==> src/rtl/clk_div_sequencer.sv <==
// clk_div_sequencer
//   Divided-clock generator whose divide ratio can be changed at run time
//   without producing a runt pulse. A new ratio is taken only in RUN. The
//   block then drains the old ratio up to the next clk_out rising boundary,
//   holds clk_out high for HOLD_CYCLES cycles, and loads the new ratio.
// Ports
//   clk_in    : sole clock, rising edge
//   rst       : asynchronous, active-high reset
//   req_valid : a new divisor is offered
//   req_div   : offered divisor (0 is treated as 1)
//   req_ready : request accepted when req_valid && req_ready
//   clk_out   : registered divided clock
//   tick      : one-cycle pulse on the clk_out 0->1 edge
//   done      : one-cycle pulse when the new divisor takes effect
//   busy      : high whenever the state is not RUN
//   cur_div   : divisor currently in effect
module clk_div_sequencer #(
  parameter int WIDTH       = 32,
  parameter int DEFAULT_DIV = 1,
  parameter int HOLD_CYCLES = 2
) (
  input  logic             clk_in,
  input  logic             rst,
  input  logic             req_valid,
  input  logic [WIDTH-1:0] req_div,
  output logic             req_ready,
  output logic             clk_out,
  output logic             tick,
  output logic             done,
  output logic             busy,
  output logic [WIDTH-1:0] cur_div
);

  localparam logic [WIDTH-1:0] DEF_N = WIDTH'((DEFAULT_DIV == 0) ? 1 : DEFAULT_DIV);
  localparam int HW = (HOLD_CYCLES > 1) ? $clog2(HOLD_CYCLES) : 1;
  localparam logic [HW-1:0] HOLD_LAST = HW'(HOLD_CYCLES - 1);

  typedef enum logic [1:0] {S_RUN, S_DRAIN, S_HOLD, S_LOAD} state_t;

  state_t           state_q, state_d;
  logic [WIDTH-1:0] cnt_q, cnt_d;
  logic [WIDTH-1:0] div_q, div_d;
  logic [WIDTH-1:0] pend_q, pend_d;
  logic [HW-1:0]    hold_q, hold_d;
  logic             clk_q, clk_d;
  logic             tick_q, tick_d;
  logic             done_q, done_d;

  logic counting, wrap, rise, accept;

  assign counting = (state_q == S_RUN) || (state_q == S_DRAIN);
  assign wrap     = (cnt_q == div_q - WIDTH'(1));
  // 0->1 toggle of clk_out on this edge
  assign rise     = counting && wrap && !clk_q;
  assign accept   = req_valid && req_ready;

  // state register
  always_ff @(posedge clk_in or posedge rst) begin
    if (rst) state_q <= S_RUN;
    else     state_q <= state_d;
  end

  // next state
  always_comb begin
    state_d = state_q;
    unique case (state_q)
      S_RUN:   if (accept) state_d = S_DRAIN;
      // Only reached from RUN, so a rise on the acceptance edge never ends DRAIN
      S_DRAIN: if (rise) state_d = (HOLD_CYCLES == 0) ? S_LOAD : S_HOLD;
      S_HOLD:  if (hold_q == HOLD_LAST) state_d = S_LOAD;
      S_LOAD:  state_d = S_RUN;
      default: state_d = S_RUN;
    endcase
  end

  // datapath / outputs
  always_comb begin
    cnt_d  = cnt_q;
    clk_d  = clk_q;
    div_d  = div_q;
    pend_d = pend_q;
    hold_d = '0;
    tick_d = 1'b0;
    done_d = 1'b0;
    if (counting) begin
      if (wrap) begin
        cnt_d = '0;
        clk_d = ~clk_q;
      end else begin
        cnt_d = cnt_q + WIDTH'(1);
      end
      tick_d = rise;
    end
    if ((state_q == S_RUN) && accept)
      pend_d = (req_div == '0) ? WIDTH'(1) : req_div;
    if (state_q == S_HOLD) begin
      hold_d = hold_q + HW'(1);
      clk_d  = 1'b1;
    end
    if (state_q == S_LOAD) begin
      clk_d  = 1'b1;
      div_d  = pend_q;
      cnt_d  = '0;
      done_d = 1'b1;
    end
  end

  always_ff @(posedge clk_in or posedge rst) begin
    if (rst) begin
      cnt_q  <= '0;
      div_q  <= DEF_N;
      pend_q <= DEF_N;
      hold_q <= '0;
      clk_q  <= 1'b1;
      tick_q <= 1'b0;
      done_q <= 1'b0;
    end else begin
      cnt_q  <= cnt_d;
      div_q  <= div_d;
      pend_q <= pend_d;
      hold_q <= hold_d;
      clk_q  <= clk_d;
      tick_q <= tick_d;
      done_q <= done_d;
    end
  end

  assign req_ready = (state_q == S_RUN) && !rst;
  assign busy      = (state_q != S_RUN);
  assign clk_out   = clk_q;
  assign tick      = tick_q;
  assign done      = done_q;
  assign cur_div   = div_q;

endmodule
==> config.mk <==
export PLATFORM = sky130hd
export DESIGN_NAME = clk_div_sequencer
export DESIGN_NICKNAME = d
export VERILOG_FILES = /design/src/rtl/clk_div_sequencer.sv
export SDC_FILE = /design/constraint.sdc
export NUM_CORES = 1
export LEC_CHECK = 0
export BUFFER_PORTS_ARGS = -buffer_cell sky130_fd_sc_hd__buf_2
export CORE_ASPECT_RATIO = 0.8
export CORE_UTILIZATION = 50
export DETAILED_ROUTE_END_ITERATION = 10
export GPL_TIMING_DRIVEN = 0
export PLACE_DENSITY = 0.73
export SYNTH_ARGS = -nofsm -noshare
export SYNTH_HDL_FRONTEND = slang
export SYNTH_SLANG_ARGS = --single-unit
==> constraint.sdc <==
create_clock -name clk_in -period 3.1 [get_ports clk_in]
set_input_delay 0.62 -clock clk_in [delete_from_list [all_inputs] [get_ports clk_in]]
set_output_delay 0.62 -clock clk_in [all_outputs]
set_load 0.02 [all_outputs]
## Word-level counts from Yosys, hierarchy flattened

Cells that the tools add are included.

- Register bits after elaboration: 102
- Input port bits: 35
- Logic and storage cells: 50

- Mux-type cells: 15
- Bitwise operators: 1
- Reductions and logical operators: 16
- Equality and inequality tests: 7
- Add/subtract/negate cells: 3

Operators by type and width:

| operator | count |
|---|---|
| 32-bit two-way mux | 4 |
| 32-bit by 1-bit adder with 32-bit output (second input constant) | 1 |
| 32-bit equality test | 1 |
| 32-bit zero test | 1 |
| 32-bit by 1-bit subtractor with 32-bit output (second input constant) | 1 |
| 2-bit case mux with 4 select lines | 1 |
| 1-bit two-way mux | 7 |
| 2-bit two-way mux | 3 |
| 2-bit inequality test (second input constant) | 3 |
| 3-bit nonzero test | 2 |
| 1-bit logical AND | 5 |
| 2-bit equality test (second input constant) | 2 |
| 2-bit nonzero test | 2 |
| 3-bit AND reduction | 1 |
| 2-bit by 1-bit equality test with 1-bit output (second input constant) | 1 |
| 1-bit zero test | 2 |
| 2-bit zero test | 1 |
| 2-bit AND reduction | 1 |
| 1-bit adder (second input constant) | 1 |
| 1-bit logical OR | 1 |
| 1-bit NOT | 1 |

## Longest topological paths before layout

Gate-level depths: netlist of the first run.

- Depth after elaboration: 6
- Gate-level depth with buffers: 12

## Worst setup path before layout of the first run

OpenSTA, ideal clock, no wires.

- Path type: register to register
- Start point: reg div_q[1] (netlist: cur_div[1])
- End point: reg cnt_q[14]
- Period minus slack after synthesis: 3311 ps
- Arrival time: 3191 ps
- Path slack: -211 ps
- Buffers on the path: 2
- Library setup time: 120 ps
- Cell stages (with the launch flop): 13
- Cells stage by stage: dfrtp_1 inv_1 ha_1 clkbuf_1 nor4b_1 nand4b_1 or4_1 a211oi_1 o22ai_2 nor4_4 nand3_2 buf_2 and3_1

- Cells in the longest elaborated chain, start to end: 5

Ends and longest elaborated chain:

| element | RTL line | RTL |
|---|---|---|
| from (decl) | 42 | `logic [WIDTH-1:0] div_q, div_d;` |
| from (signal assigned) | 119 | `div_q <= div_d;` |
| 32-bit by 1-bit subtractor with 32-bit output | 52 | `assign wrap = (cnt_q == div_q - WIDTH'(1));` |
| 32-bit equality test | 52 |  |
| 32-bit two-way mux | 86 | `if (wrap) begin` |
| 32-bit two-way mux | 85 | `if (counting) begin` |
| 32-bit two-way mux | 100 | `if (state_q == S_LOAD) begin` |
| to (signal assigned) | 118 | `cnt_q <= cnt_d;` |
| to (decl) | 41 | `logic [WIDTH-1:0] cnt_q, cnt_d;` |

No other way between the ends. The select of a mux whose other input is x is not followed.
A chain may end at the register's enable or synchronous reset.

## Final worst setup path of the first run

- Start point: reg div_q[22] (netlist: cur_div[22])
- End point: reg state_q[1]

- Cells in the longest elaborated chain, start to end: 6

Ends and longest elaborated chain:

| element | RTL line | RTL |
|---|---|---|
| 32-bit by 1-bit subtractor with 32-bit output | 52 |  |
| 32-bit equality test | 52 |  |
| 1-bit logical AND (2 in series) | 54 | `assign rise = counting && wrap && !clk_q;` |
| 2-bit inequality test (no line) | - |  |
| 3-bit AND reduction (no line) | - |  |
| to (signal assigned) | 60 | `else state_q <= state_d;` |
| to (decl) | 40 | `state_t state_q, state_d;` |

No other way between the ends.

==> flow_results.org, run 1 <==
** Status
- Status :: complete, but fails checks
- Failing checks :: setup timing

** Placement
- The congestion estimate from routability-driven global placement came to roughly 0.85.
- Cell area after placement :: 0.006426 sq mm
- HPWL Detailed :: 11020 microns
- During placement, the flow inserted port buffers numbering ~70.

** Layout
- Layout cell share with drive strength beyond 1 :: ~39%
- The area growth from synthesis to layout is 27.22%.
- In the final design database the tool counted just over 700 nets.
- 0 antenna diodes ended up in the layout.
- Cell area after layout :: between 0.007 and 0.008 sq mm

** Power and ir drop
- The internal portion of the total power is 2.026 mW.
- Relative contribution of combinational cells to total power :: roughly 3.0%
- In this run the power density over the cells is about 360 mW/mm^2.
- Maximum ir drop on the vdd rail :: around 430 uV
- Reported leakage power :: around 3.6 nW
- In this run, the clock network consumes 45.6% of the power.
- Fraction of power spent switching nets :: 23.20%
- The share of total power dissipated in sequential elements is 51.4%.
- Net switching component of the power :: 612.0 uW

** Drt
- Overall via count from detail_route :: ~5000
- Using the TritonRoute via totals, the vias-per-cell ratio works out to about 6.0.
- In the routed design, unresolved DRC markers number 0.
- For this run, the detailed router's first-pass iteration total came to 5.
- The detailed router finished its first iteration with between 300 and 400 violations.
- Post-DR wirelength/cell :: about 20 microns
- Detailed-route wire length :: approximately 16000 microns
- Detail Route Antenna Nets :: 0

** Timing
- The max-slew violation count is 0.
- Final period demand of the worst path :: 3282 ps
- Unrepaired setup endpoints after global routing :: yes
- Minimum setup slack in the final design :: -182.2 ps
- Final hold analysis gives a worst-case slack of 375.0 ps.
- Clock tree skew after final layout :: approximately 11 ps
- Transition at the pin with the smallest max-transition slack :: between 600 and 700 ps
- Setup violations remaining at the end of the flow were counted as 35.
- Final cycle utilization of the critical path :: 105.9%
- Final count of hold timing violations :: 0
- In this run the tightest slew margin relative to its limit is 53.28%.
- Fmax :: around 300 MHz

** Critical path
- STA classifies the critical path endpoint as a register.
- Top Family by Delay on Critical Path :: simple AND/OR/NAND/NOR gates
- Cell with the largest stage delay on the worst path :: sky130_fd_sc_hd__or4_4
- Critical Setup Path Class :: reg -> reg
- For the worst setup path, the data arrival time is around 3500 ps.
- Series of cell instances along the critical path :: or4_4, or3_4, or4_1, a32o_2, o22ai_4, nor4_4, buf_4, buf_6, and3_4, or3_1
- Worst setup SP type :: register
- Largest stage delay on the critical path :: 530 ps
- Number of buffer and inverter instances along the worst setup path :: 2
- In this run the worst path has a maximum fanout of 3.
- Required time of the critical path :: between 3000 and 4000 ps

** Floorplanning
- Horizontal die dimension :: 122.8 microns
- DIE AREA :: about 0.012 sq mm
- Count of standard-cell rows :: 34
- The core region is between 0.01 and 0.015 sq mm.
- Height of the die :: slightly below 100 microns
- Num ports :: between 70 and 80
- Initial cell density of the core :: between 50 and 60%

** Clock tree
- H-Tree Depth :: 3
- For the worst-skew pair, the clock arrives at the later sink with an insertion delay of about 360 ps.
- Maximum buffer depth of the clock tree :: 2
- In this run, CTS created clock tree buffers numbering 9.
- Clock-pin slew was measured on the worst setup and hold paths at ~80 ps.
- The tree is rooted in a sky130_fd_sc_hd__clkbuf_16.
- Total clock sinks :: 102
- After clock tree synthesis, the flow added hold-fix buffers numbering 0.
- TritonCTS built the clock tree.

** GRT
- Number of global-route vias before repair :: 4885
- Met2 Usage GRT :: between 40% and 50%
- Initial antenna violation count :: 0
- GR met1 Demand/Resource :: about two fifths
- Total GRT Usage :: between 20% and 30%
- Total grt overflow :: 0
- Most used routing layer :: met2
- Wire length of the first global-routing pass :: approximately 25000 microns
- Global-route met3 utilization :: ~6%
- Entering global routing, the biggest net connects 39 pins.

** Logic synthesis
- In this run the cell area of the synthesized design comes to between 0.005 and 0.006 sq mm.
- After synthesis the netlist holds a flip-flop and latch count of approximately 100.
- After technology mapping, the gate count stands at 564.
- Synthesis produced a netlist with a net count of between 600 and 700.
- A synthesized cell averages 10.35 sq um.
- For this run, the leading register cell type out of synthesis is sky130_fd_sc_hd__dfrtp_1.
- Counting distinct cell types in the post-synthesis netlist gives 62.
- Share of async-settable or async-resettable flops after synthesis :: between 90% and 100%
- Yosys warns :: 0
- Counting flops with a built-in enable in the synthesized netlist gives 0.
- Sequential cells were found to cover around 44% of the synthesized design area.

** Flow run
- Max capacitance violation total :: 0

** Worst hold path
- The tightest min-delay check is of the in -> async type.
## final cells by class
type,count,area (sq um)
clock buffer,9,225.2
multi-input combinational,413,3393
sequential,102,2569
fill,806,3676
timing repair buffer,116,773.2
buffer,23,120.1
tap,144,180.2
inverter,19,75.07
clock inverter,7,91.34
## cells in the mapped netlist, types with 13 or more instances
library cell	instances	share of area, %
sky130_fd_sc_hd__xor2_1	25	3.8
sky130_fd_sc_hd__nand3_1	13	1.1
sky130_fd_sc_hd__nor4_1	17	1.8
sky130_fd_sc_hd__nand4_1	13	1.4
sky130_fd_sc_hd__nand2_1	26	1.7
sky130_fd_sc_hd__nor2_1	37	2.4
sky130_fd_sc_hd__nor3_1	32	2.7
sky130_fd_sc_hd__inv_1	19	1.2
sky130_fd_sc_hd__o21ai_0	20	1.7
sky130_fd_sc_hd__mux2_2	60	12
sky130_fd_sc_hd__xnor2_1	35	5.3
sky130_fd_sc_hd__dfrtp_1	99	42
sky130_fd_sc_hd__and3_1	31	3.3
sky130_fd_sc_hd__clkbuf_1	21	1.4
## cells in the final DEF, fill, tap and decap left out, types with 5 or more instances in the layout
| cell | instances |
|---|---|
| sky130_fd_sc_hd__nand4_1 | 13 |
| sky130_fd_sc_hd__clkbuf_1 | 15 |
| sky130_fd_sc_hd__nor4_1 | 12 |
| sky130_fd_sc_hd__nand3_1 | 12 |
| sky130_fd_sc_hd__and3_4 | 12 |
| sky130_fd_sc_hd__and4_1 | 5 |
| sky130_fd_sc_hd__xor2_1 | 25 |
| sky130_fd_sc_hd__nor3_2 | 8 |
| sky130_fd_sc_hd__or4_4 | 5 |
| sky130_fd_sc_hd__and3_1 | 19 |
| sky130_fd_sc_hd__o21ai_0 | 19 |
| sky130_fd_sc_hd__buf_4 | 33 |
| sky130_fd_sc_hd__nor2b_1 | 6 |
| sky130_fd_sc_hd__mux2_2 | 60 |
| sky130_fd_sc_hd__dfrtp_1 | 89 |
| sky130_fd_sc_hd__nor4_4 | 6 |
| sky130_fd_sc_hd__nor3_1 | 23 |
| sky130_fd_sc_hd__nand2_1 | 25 |
| sky130_fd_sc_hd__buf_2 | 71 |
| sky130_fd_sc_hd__ha_1 | 6 |
| sky130_fd_sc_hd__clkbuf_16 | 9 |
| sky130_fd_sc_hd__dfrtp_2 | 10 |
| sky130_fd_sc_hd__xnor2_1 | 35 |
| sky130_fd_sc_hd__mux2i_1 | 6 |
| sky130_fd_sc_hd__buf_6 | 11 |
| sky130_fd_sc_hd__inv_1 | 17 |
| sky130_fd_sc_hd__nor2_1 | 37 |
## sequential cells by signal (all words and copies together), names as in the netlist
signal,flops
state_q,2
cur_div,32
clk_out,1
cnt_q,32
hold_q,1
pend_q,32
done,1
tick,1
## power groups by stage
stage / Clock (mW) / Sequential, mW / Combinational [mW]
global placement: 0 / 1.38 / 0.0702
finish: 1.20 / 1.36 / 0.0785
floorplan: 0 / 1.38 / 0.0358
detailed placement: 0 / 1.38 / 0.0800
CTS: 1.21 / 1.36 / 0.0804
global route: 1.26 / 1.36 / 0.0884
## path summary, 6_finish.rpt
check,from,depth (start not counted),slack [ps],end
setup reg to reg,cur_div[22]$_DFFE_PP0P_,10,-180,state_q[1]$_DFFE_PP0P_
hold / removal,rst,2,370,pend_q[31]$_DFFE_PP0P_
max in group asynchronous,rst,3,2050,pend_q[0]$_DFFE_PP1P_
min in group clk_in,hold_q$_DFF_PP0_,1,460,hold_q$_DFF_PP0_
hold reg to reg,hold_q$_DFF_PP0_,1,460,hold_q$_DFF_PP0_
setup / recovery,cur_div[22]$_DFFE_PP0P_,10,-180,state_q[1]$_DFFE_PP0P_
## per-stage QoR
step	utilization [%]	TNS [ps]	worst slack, ps	total power, mW	instances
6_report	66.89	-4622	-182.2	2.638	833
5_1_grt	66.89	-7598	-255.4	2.707	833
4_1_cts	63.86	-139.8	-62.55	2.649	819
3_5_place_dp	57.88	-22420	-716.0	1.461	781
3_3_place_gp	57.52	-20690	-666.5	1.451	779
2_1_floorplan	-	0	24.28	1.413	564
## per-layer routing
metal / part of all wire [%] / up-vias
li1: - / 2290
met1: 44 / 2481
met2: 47 / 198
met3: 6.9 / 36
met4: 2.1 / 0
met5: 0 / -
## kinds of logic (layout without fill, tap and decap cells)
group | after synthesis | after routing | share of synthesized area [%]
AND/OR/NAND/NOR | 221 | 221 | 22.10
adder cells (fa/ha/maj) | 7 | 7 | 1.500
multiplexers | 66 | 66 | 12.60
XOR/XNOR | 60 | 60 | 9.001
flip-flops | 102 | 102 | 43.78
AO/OA/AOI/OAI | 59 | 59 | 7.544
buffers and inverters | 49 | 174 | 3.472
## worst register-to-register path, cell delays in order, from the launching register on
cell and delay [ps]:
sky130_fd_sc_hd__dfrtp_2 410, sky130_fd_sc_hd__or4_4 530, sky130_fd_sc_hd__or3_4 400, sky130_fd_sc_hd__or4_1 520, sky130_fd_sc_hd__a32o_2 300, sky130_fd_sc_hd__o22ai_4 180
sky130_fd_sc_hd__nor4_4 50, sky130_fd_sc_hd__buf_4 170, sky130_fd_sc_hd__buf_6 130, sky130_fd_sc_hd__and3_4 130, sky130_fd_sc_hd__or3_1 350
## timing repair
action / in CTS / in global routing
endpoints found under the setup margin: 36 / 36
setup buffers: 28 / 14
gates cloned: 1 / 1
pin swaps: 9 / 29
resized for setup: 36 / 47
No activity file was read; power rests on OpenSTA's default activity.
==> run 2: changes to the inputs <==
--- a/config.mk
+++ b/config.mk
@@ -9,8 +9,7 @@
 export CORE_ASPECT_RATIO = 0.8
 export CORE_UTILIZATION = 50
 export DETAILED_ROUTE_END_ITERATION = 10
-export GPL_TIMING_DRIVEN = 0
-export PLACE_DENSITY = 0.73
+export PLACE_DENSITY = 0.7
 export SYNTH_ARGS = -nofsm -noshare
 export SYNTH_HDL_FRONTEND = slang
 export SYNTH_SLANG_ARGS = --single-unit
==> constraint.sdc (replaced) <==
create_clock -name clk_in -period 3.6 [get_ports clk_in]
set_input_delay 0.72 -clock clk_in [delete_from_list [all_inputs] [get_ports clk_in]]
set_output_delay 0.72 -clock clk_in [all_outputs]
set_load 0.02 [all_outputs]
==> run 2 against run 1 <==
  * Non-clock buffer count is 51 lower
  * Sequential share of layout area is 3.7 points higher
  * The flow now finishes without violations
  * Clock power fell by 21%
  * Critical endpoint is now cnt_q[1]$_DFFE_PP0P_
  * Total power decreased by 17%
  * Flip-flop and latch count is the same
  * Combinational power fell by 21%
  * Clock-buffer cell count did not move
  * Utilization down 6.7 points
  * Die area stayed put
==> flow_results.org, run 2 (synthesis results as in run 1) <==
** Layout
- The final layout contains about 680 nets.
- Layout cell share with drive strength beyond 1 :: 28.84%
- Most common cell after layout, fill and taps aside :: sky130_fd_sc_hd__dfrtp_1
- Growth of design area from synthesis to finish :: 14.47%
- In the layout the commonest cells are sky130_fd_sc_hd__dfrtp_1 (99), sky130_fd_sc_hd__buf_2 (71), sky130_fd_sc_hd__mux2_2 (60).
- 0 antenna diodes ended up in the layout.
- Fill cell total of the finished layout :: ~940
- Post-route insts no fill :: 782

** Drt
- Post-DR wirelength/cell :: between 15 and 20 microns
- Initial detailed-routing violation count :: ~360
- Number of detailed-route iterations in the first pass :: 4
- Detailed-route wire length :: between 10000 and 15000 microns
- Overall via count from detail_route :: 4654
- In the routed layout, each cell is associated on average with a via count of ~6.0.
- In the routed design, unresolved DRC markers number 0.
- The detail route stage leaves a number of antenna-violating nets equal to 0.

** Placement
- Gpl congestion :: 0.9214
- Cells after DPL :: between 700 and 800
- During placement, the flow inserted port buffers numbering 71.
- After legalization and detailed placement, the total HPWL measured 10600 microns.

** Timing
- At the pin with the least slew margin, the transition time is 1057 ps.
- Final count of hold timing violations :: 0
- Setup repair after global routing left no endpoint under its margin.
- The routed design could run at a clock period as short as 3346 ps.
- Final cycle utilization of the critical path :: approximately 93%
- The clock arrives with between 10 and 15 ps of skew.
- Setup violations remaining at the end of the flow were counted as 0.
- Relative slew slack :: between 20% and 30%
- Total negative setup slack :: 0 ps
- The max-slew violation count came to 0.
- Fmax :: between 200 and 300 MHz

** Critical path
- Critical Setup Path Class :: reg -> reg
- For the worst setup path, the data arrival time is approximately 3600 ps.
- Worst Setup End Kind :: register
- The slowest stage of the critical path is the sky130_fd_sc_hd__or4_1 cell.
- Top Family by Delay on Critical Path :: simple AND/OR/NAND/NOR gates
- In this design, the stage delay of the slowest critical-path cell is 530 ps.
- Series of cell instances along the critical path :: nor4_1, nand4_1, or4_1, a21oi_1, o2111ai_1, nor4_4, buf_4, nand2_1, a32o_1
- Worst setup SP type :: register
- Counting both buffers and inverters, the worst setup path holds a total of 1.
- Critical path peak fanout :: 9
- Required time of the critical path :: 3840 ps

** GRT
- Number of global-route vias before repair :: between 4000 and 5000
- The total overflow left after global routing is 0.
- The first global-routing pass estimated approximately 24000 microns of wire.
- Initial antenna violation count :: 0
- In the global route stage, overall resource usage came out at between 20% and 30%.
- Entering global routing, the biggest net connects 91 pins.

** Floorplanning
- The floorplan step set the die height to a little under 100 microns.
- Initial cell density of the core :: between 50% and 60%
- In this run the horizontal extent of the chip is about 120 microns.
- DIE AREA :: 0.01212 sq mm
- The initialized floorplan defines 34 standard-cell rows.
- a little over 70 I/O pins were placed.
- Core Footprint :: 0.01110 sq mm

** Clock tree
- The H-tree was split into 3 levels.
- The later pin in the worst-skew pair is clocked with a latency of 350 ps.
- The cell sitting at the root of the clock tree is a sky130_fd_sc_hd__clkbuf_16.
- Maximum buffer depth of the clock tree :: 2
- Clock transition at the registers of the reported paths :: about 80 ps
- Total clock buffers created by CTS :: 9
- TritonCTS clock tree :: built
- Hold buffers post-CTS :: 0
- The tree built by TritonCTS fans out to slightly above 100 sinks.

** Power and ir drop
- Areal power density over the cells :: between 300 and 400 mW/mm^2
- Maximum ir drop on the vdd rail :: 294.7 uV
- For this design the static power due to leakage is around 3.4 nW.

** Flow run
- The tool flagged a number of max-cap violations equal to 0.

** Status
- Status :: complete, no violations

** Worst hold path
- In this run the worst hold path is classified as reg -> reg.
[run 2: cell count changes in the layout (fill, tap and decap cells not counted), moves of 10 or more]
cell,previous run,this run
sky130_fd_sc_hd__clkbuf_1,15,0
sky130_fd_sc_hd__and3_4,12,0
sky130_fd_sc_hd__and3_1,19,31
sky130_fd_sc_hd__buf_4,33,17
sky130_fd_sc_hd__buf_6,11,0
sky130_fd_sc_hd__dfrtp_2,10,0
sky130_fd_sc_hd__dfrtp_1,89,99
[run 2: timing repair]
item	CTS	global route
endpoints found under the setup margin	0	27
gates resized for setup	0	3
setup buffers	0	1
[run 2: metrics by stage]
step           instance area (sq um)  power [mW]  hold slack, ps  utilization (%)  setup WS (ps)
6_report                        6683       2.176           433.4            60.19          253.6
5_1_grt                         6683       2.257           447.8            60.19          18.78
4_1_cts                         6653       2.196           423.4            59.92          135.1
3_5_place_dp                    6365       1.253           413.4            57.32          170.0
3_3_place_gp                    6365       1.250           397.9            57.32          193.2
2_1_floorplan                   5838       1.216           388.8                -          209.5
[run 2: worst paths after layout]
kind / startpoint / endpoint / slack, ps / cells past startpoint
setup reg to reg: cur_div[7]$_DFFE_PP0P_ / cnt_q[1]$_DFFE_PP0P_ / 250 / 9
min in group asynchronous: rst / pend_q[31]$_DFFE_PP0P_ / 650 / 2
hold reg to reg: hold_q$_DFF_PP0_ / hold_q$_DFF_PP0_ / 430 / 1
setup / recovery: cur_div[7]$_DFFE_PP0P_ / cnt_q[1]$_DFFE_PP0P_ / 250 / 9
max in group asynchronous: rst / cnt_q[15]$_DFFE_PP0P_ / 2150 / 3
hold / removal: hold_q$_DFF_PP0_ / hold_q$_DFF_PP0_ / 430 / 1
[run 2: cell type report]
class | count | area, sq um | share of cell area [%]
Sequential cell | 102 | 2556 | 38.25
Clock inverter | 7 | 62.56 | 0.9362
Tap cell | 144 | 180.2 | 2.696
Clock buffer | 9 | 225.2 | 3.370
Timing Repair Buffer | 88 | 483.0 | 7.227
Multi-Input combinational cell | 413 | 3102 | 46.41
Inverter | 19 | 73.82 | 1.105
[run 2: per-layer routing]
| layer | part of all wire, % | vias to the layer above | wire length, microns | global-route usage, % |
|---|---|---|---|---|
| li1 | - | 2191 | - | - |
| met1 | 48 | 2289 | 7068 | 39.09 |
| met2 | 44 | 157 | 6484 | 38.68 |
| met3 | 6.1 | 17 | 887 | 4.919 |
| met4 | 1.5 | 0 | 219 | 6.473 |
| met5 | 0 | - | 0 | 0 |
[run 2: power by group]
group	switching (mW)	internal, mW
registers	0.00755	1.16
clock network	0.462	0.485
logic	0.0371	0.0251
==> run 3: changes to the inputs <==
==> constraint.sdc (replaced) <==
create_clock -name clk_in -period 3.6 [get_ports clk_in]
set_input_delay 0 -clock clk_in [delete_from_list [all_inputs] [get_ports clk_in]]
set_output_delay 0 -clock clk_in [all_outputs]
set_load 0.02 [all_outputs]
==> run 3 against run 2 <==
  * Clock-buffer cell count is the same
  * Critical path depth is the same
  * Final cell count grew 4.1%
  * Flip-flop and latch count is the same
  * Sequential power is essentially flat
  * Routed wire length grew 3.9%
  * Sequential share of layout area shrank 1.8 points
  * Utilization grew 3.0 points
  * Total power grew 1.6%
  * First-iteration DRC count grew 19%
  * Clock skew grew 2.4 ps
  * Maximum frequency shrank 3.6%
==> flow_results.org, run 3 (synthesis results as in run 1) <==
** Status
- Status :: complete, no violations

** GRT
- Wire length of the first global-routing pass :: approximately 25000 microns
- Summed over all layers, the global routing overflow is 0.
- Initial antenna violation count :: 0
- The number of global-route vias before repair came to around 4700.
- Entering global routing, the biggest net connects 85 pins.
- Total GRT Usage :: between 20% and 30%

** Floorplanning
- Core Footprint :: roughly 0.011 sq mm
- Initial cell density of the core :: approximately 53%
- For this design the top-level I/O count stands at between 70 and 80.
- Height of the die :: roughly 99 microns
- The die covers roughly 0.012 sq mm.
- The die is around 120 microns wide.
- Row generation in the floorplan step produced 34 rows.

** Clock tree
- Total clock buffers created by CTS :: 9
- Insertion delay to the later sink of the worst-skew pair :: between 300 and 400 ps
- Root Buffer Master :: sky130_fd_sc_hd__clkbuf_16
- Total clock sinks :: 102
- Clock-pin slew was measured on the worst setup and hold paths at ~70 ps.
- TritonCTS clock tree :: built
- The clock passes through at most 2 buffers.
- Once the clock tree was built, the setup fixing pass inserted 0 buffers.
- H-Tree Depth :: 3

** Timing
- Based on the critical path, the design can be clocked at up to about 290 MHz.
- Clock tree skew after final layout :: between 10 and 15 ps
- For the pin with the worst max-slew slack, the measured transition is roughly 1000 ps.
- Dividing the final minimum period by the clock period gives a little over nine tenths.
- Headroom to the max-slew limit came out at a little under a third.
- Setup repair after global routing left no endpoint under its margin.
- Total setup violations reported at the end of the flow :: 0
- Total negative setup slack :: 0 ps
- Final count of pins violating max slew :: 0
- The number of endpoints with negative hold slack in the final report came to 0.
- Final period demand of the worst path :: 3472 ps

** Drt
- Detailed-route wire length :: roughly 15000 microns
- The detailed router placed 4845 vias in this run.
- Number of detailed-route iterations in the first pass :: 5
- For this block, the initial DRC count from the detailed router was about 420.
- In the routed layout, each cell is associated on average with a via count of 5.952.
- Post-DR wirelength/cell :: 18.70 microns
- DRC :: 0
- Detail Route Antenna Nets :: 0

** Layout
- Summing all flip-flop and latch instances after layout gives ~0.0026 sq mm.
- Growth of design area from synthesis to finish :: 20.15%
- The top cell types in the final layout, fill and taps aside, are sky130_fd_sc_hd__dfrtp_1 (99), sky130_fd_sc_hd__buf_2 (71), sky130_fd_sc_hd__mux2_2 (60).
- 0 antenna diodes ended up in the layout.
- Fill cell total of the finished layout :: between 800 and 900
- Fin nets :: 707
- Most common cell after layout, fill and taps aside :: sky130_fd_sc_hd__dfrtp_1
- In the final layout, the multi-input gates occupy just over 0.003 sq mm.
- In the final layout, the share of cells above drive strength 1 is 27.31%.

** Power and ir drop
- The worst-case IR drop observed on VDD is ~240 uV.
- Reported leakage power :: 3.504 nW
- The design draws roughly 2.2 mW.
- For this design the ratio of total power to cell area is between 300 and 400 mW/mm^2.

** Worst hold path
- Class of the tightest hold or removal check :: in -> reg

** Critical path
- The slowest stage of the critical path belongs to the cell sky130_fd_sc_hd__or4_4.
- Of all nets on the critical path, the largest fanout is 9.
- The worst setup path is captured at a register.
- In this design, the stage delay of the slowest critical-path cell is approximately 650 ps.
- Walking the worst path, the cells encountered are or4_4, nand2b_4, or4_1, a21oi_1, o22ai_2, nor4_4, buf_4, a311oi_1, or3_1.
- STA puts the critical path data arrival time at between 3000 and 4000 ps.
- The setup path with the least slack is of type reg -> reg.
- The worst setup path is launched from a register.
- STA puts the critical path data required time at between 3000 and 4000 ps.

** Placement
- The HPWL after detailed placement is roughly 11000 microns.
- Input and output buffers added on the ports amount to 71.
- At the end of routability-driven placement, the weighted congestion stood at around 0.96.

** Flow run
- Across the run, the number of max-cap violations was 0.
## run 3: cell types whose count changed in the layout (fill, tap and decap cells not counted), sizes merged
cell	before	now
inv	23	22
buf	88	87
clkinv	3	4
dlygate4sd3	0	33
## run 3: layout make-up
type | instances | share of cell area, %
clock buffers | 9 | 3.211
clock inverters | 7 | 0.9633
inverters | 19 | 1.052
multi-input cells | 413 | 44.27
flip-flops and latches | 102 | 36.44
well taps | 144 | 2.569
repair buffers | 120 | 11.49
## run 3: final timing paths
| check | from | to | slack (ps) | cells after the start |
|---|---|---|---|---|
| worst max-delay path | cur_div[11]$_DFFE_PP0P_ | state_q[1]$_DFFE_PP0P_ | 130 | 9 |
| worst min-delay path | req_valid | pend_q[0]$_DFFE_PP1P_ | 240 | 5 |
| worst max register to register | cur_div[11]$_DFFE_PP0P_ | state_q[1]$_DFFE_PP0P_ | 130 | 9 |
| worst min register to register | hold_q$_DFF_PP0_ | hold_q$_DFF_PP0_ | 420 | 1 |
| max in group asynchronous | rst | cnt_q[15]$_DFFE_PP0P_ | 2280 | 4 |
| min in group asynchronous | rst | cur_div[31]$_DFFE_PP0P_ | 450 | 3 |
## run 3: layer usage
layer / vias up / part of all wire (%) / track usage, %
met1: 2416 / 48 / 40.64
met2: 161 / 46 / 40.67
met4: 0 / 0.79 / 5.441
met5: - / 0 / 0
met3: 12 / 5.5 / 4.630
li1: 2256 / - / -
## run 3: timing repair
item                       CTS  global route
gates resized for setup      0             3
setup endpoints to repair    0            24
hold buffers                33             0
hold endpoints to repair   112             0
## run 3: through the flow
stage | hold WS [ps] | std cells | utilization (%) | setup WS, ps | instance area (sq um)
floorplan | 82.12 | 564 | - | 289.0 | 5838
global placement | 247.6 | 765 | 57.32 | 183.2 | 6365
detailed placement | 255.0 | 765 | 57.32 | 146.4 | 6365
CTS | 214.4 | 814 | 62.94 | 112.4 | 6988
global route | 282.3 | 814 | 63.17 | 30.97 | 7014
finish | 244.3 | 814 | 63.17 | 127.8 | 7014
## run 3: critical path: cells and delay by family, from the launching register on
kind	cells	cell delay, ps
AND/OR/NAND/NOR	5	2170
flip-flops	1	550
AO/OA/AOI/OAI	3	400
buffers and inverters	1	220
## run 3: where the power goes
part,switching (mW),internal [mW]
combinational,0.0429,0.0484
clock,0.467,0.486
sequential,0.00782,1.16
total,0.518,1.69
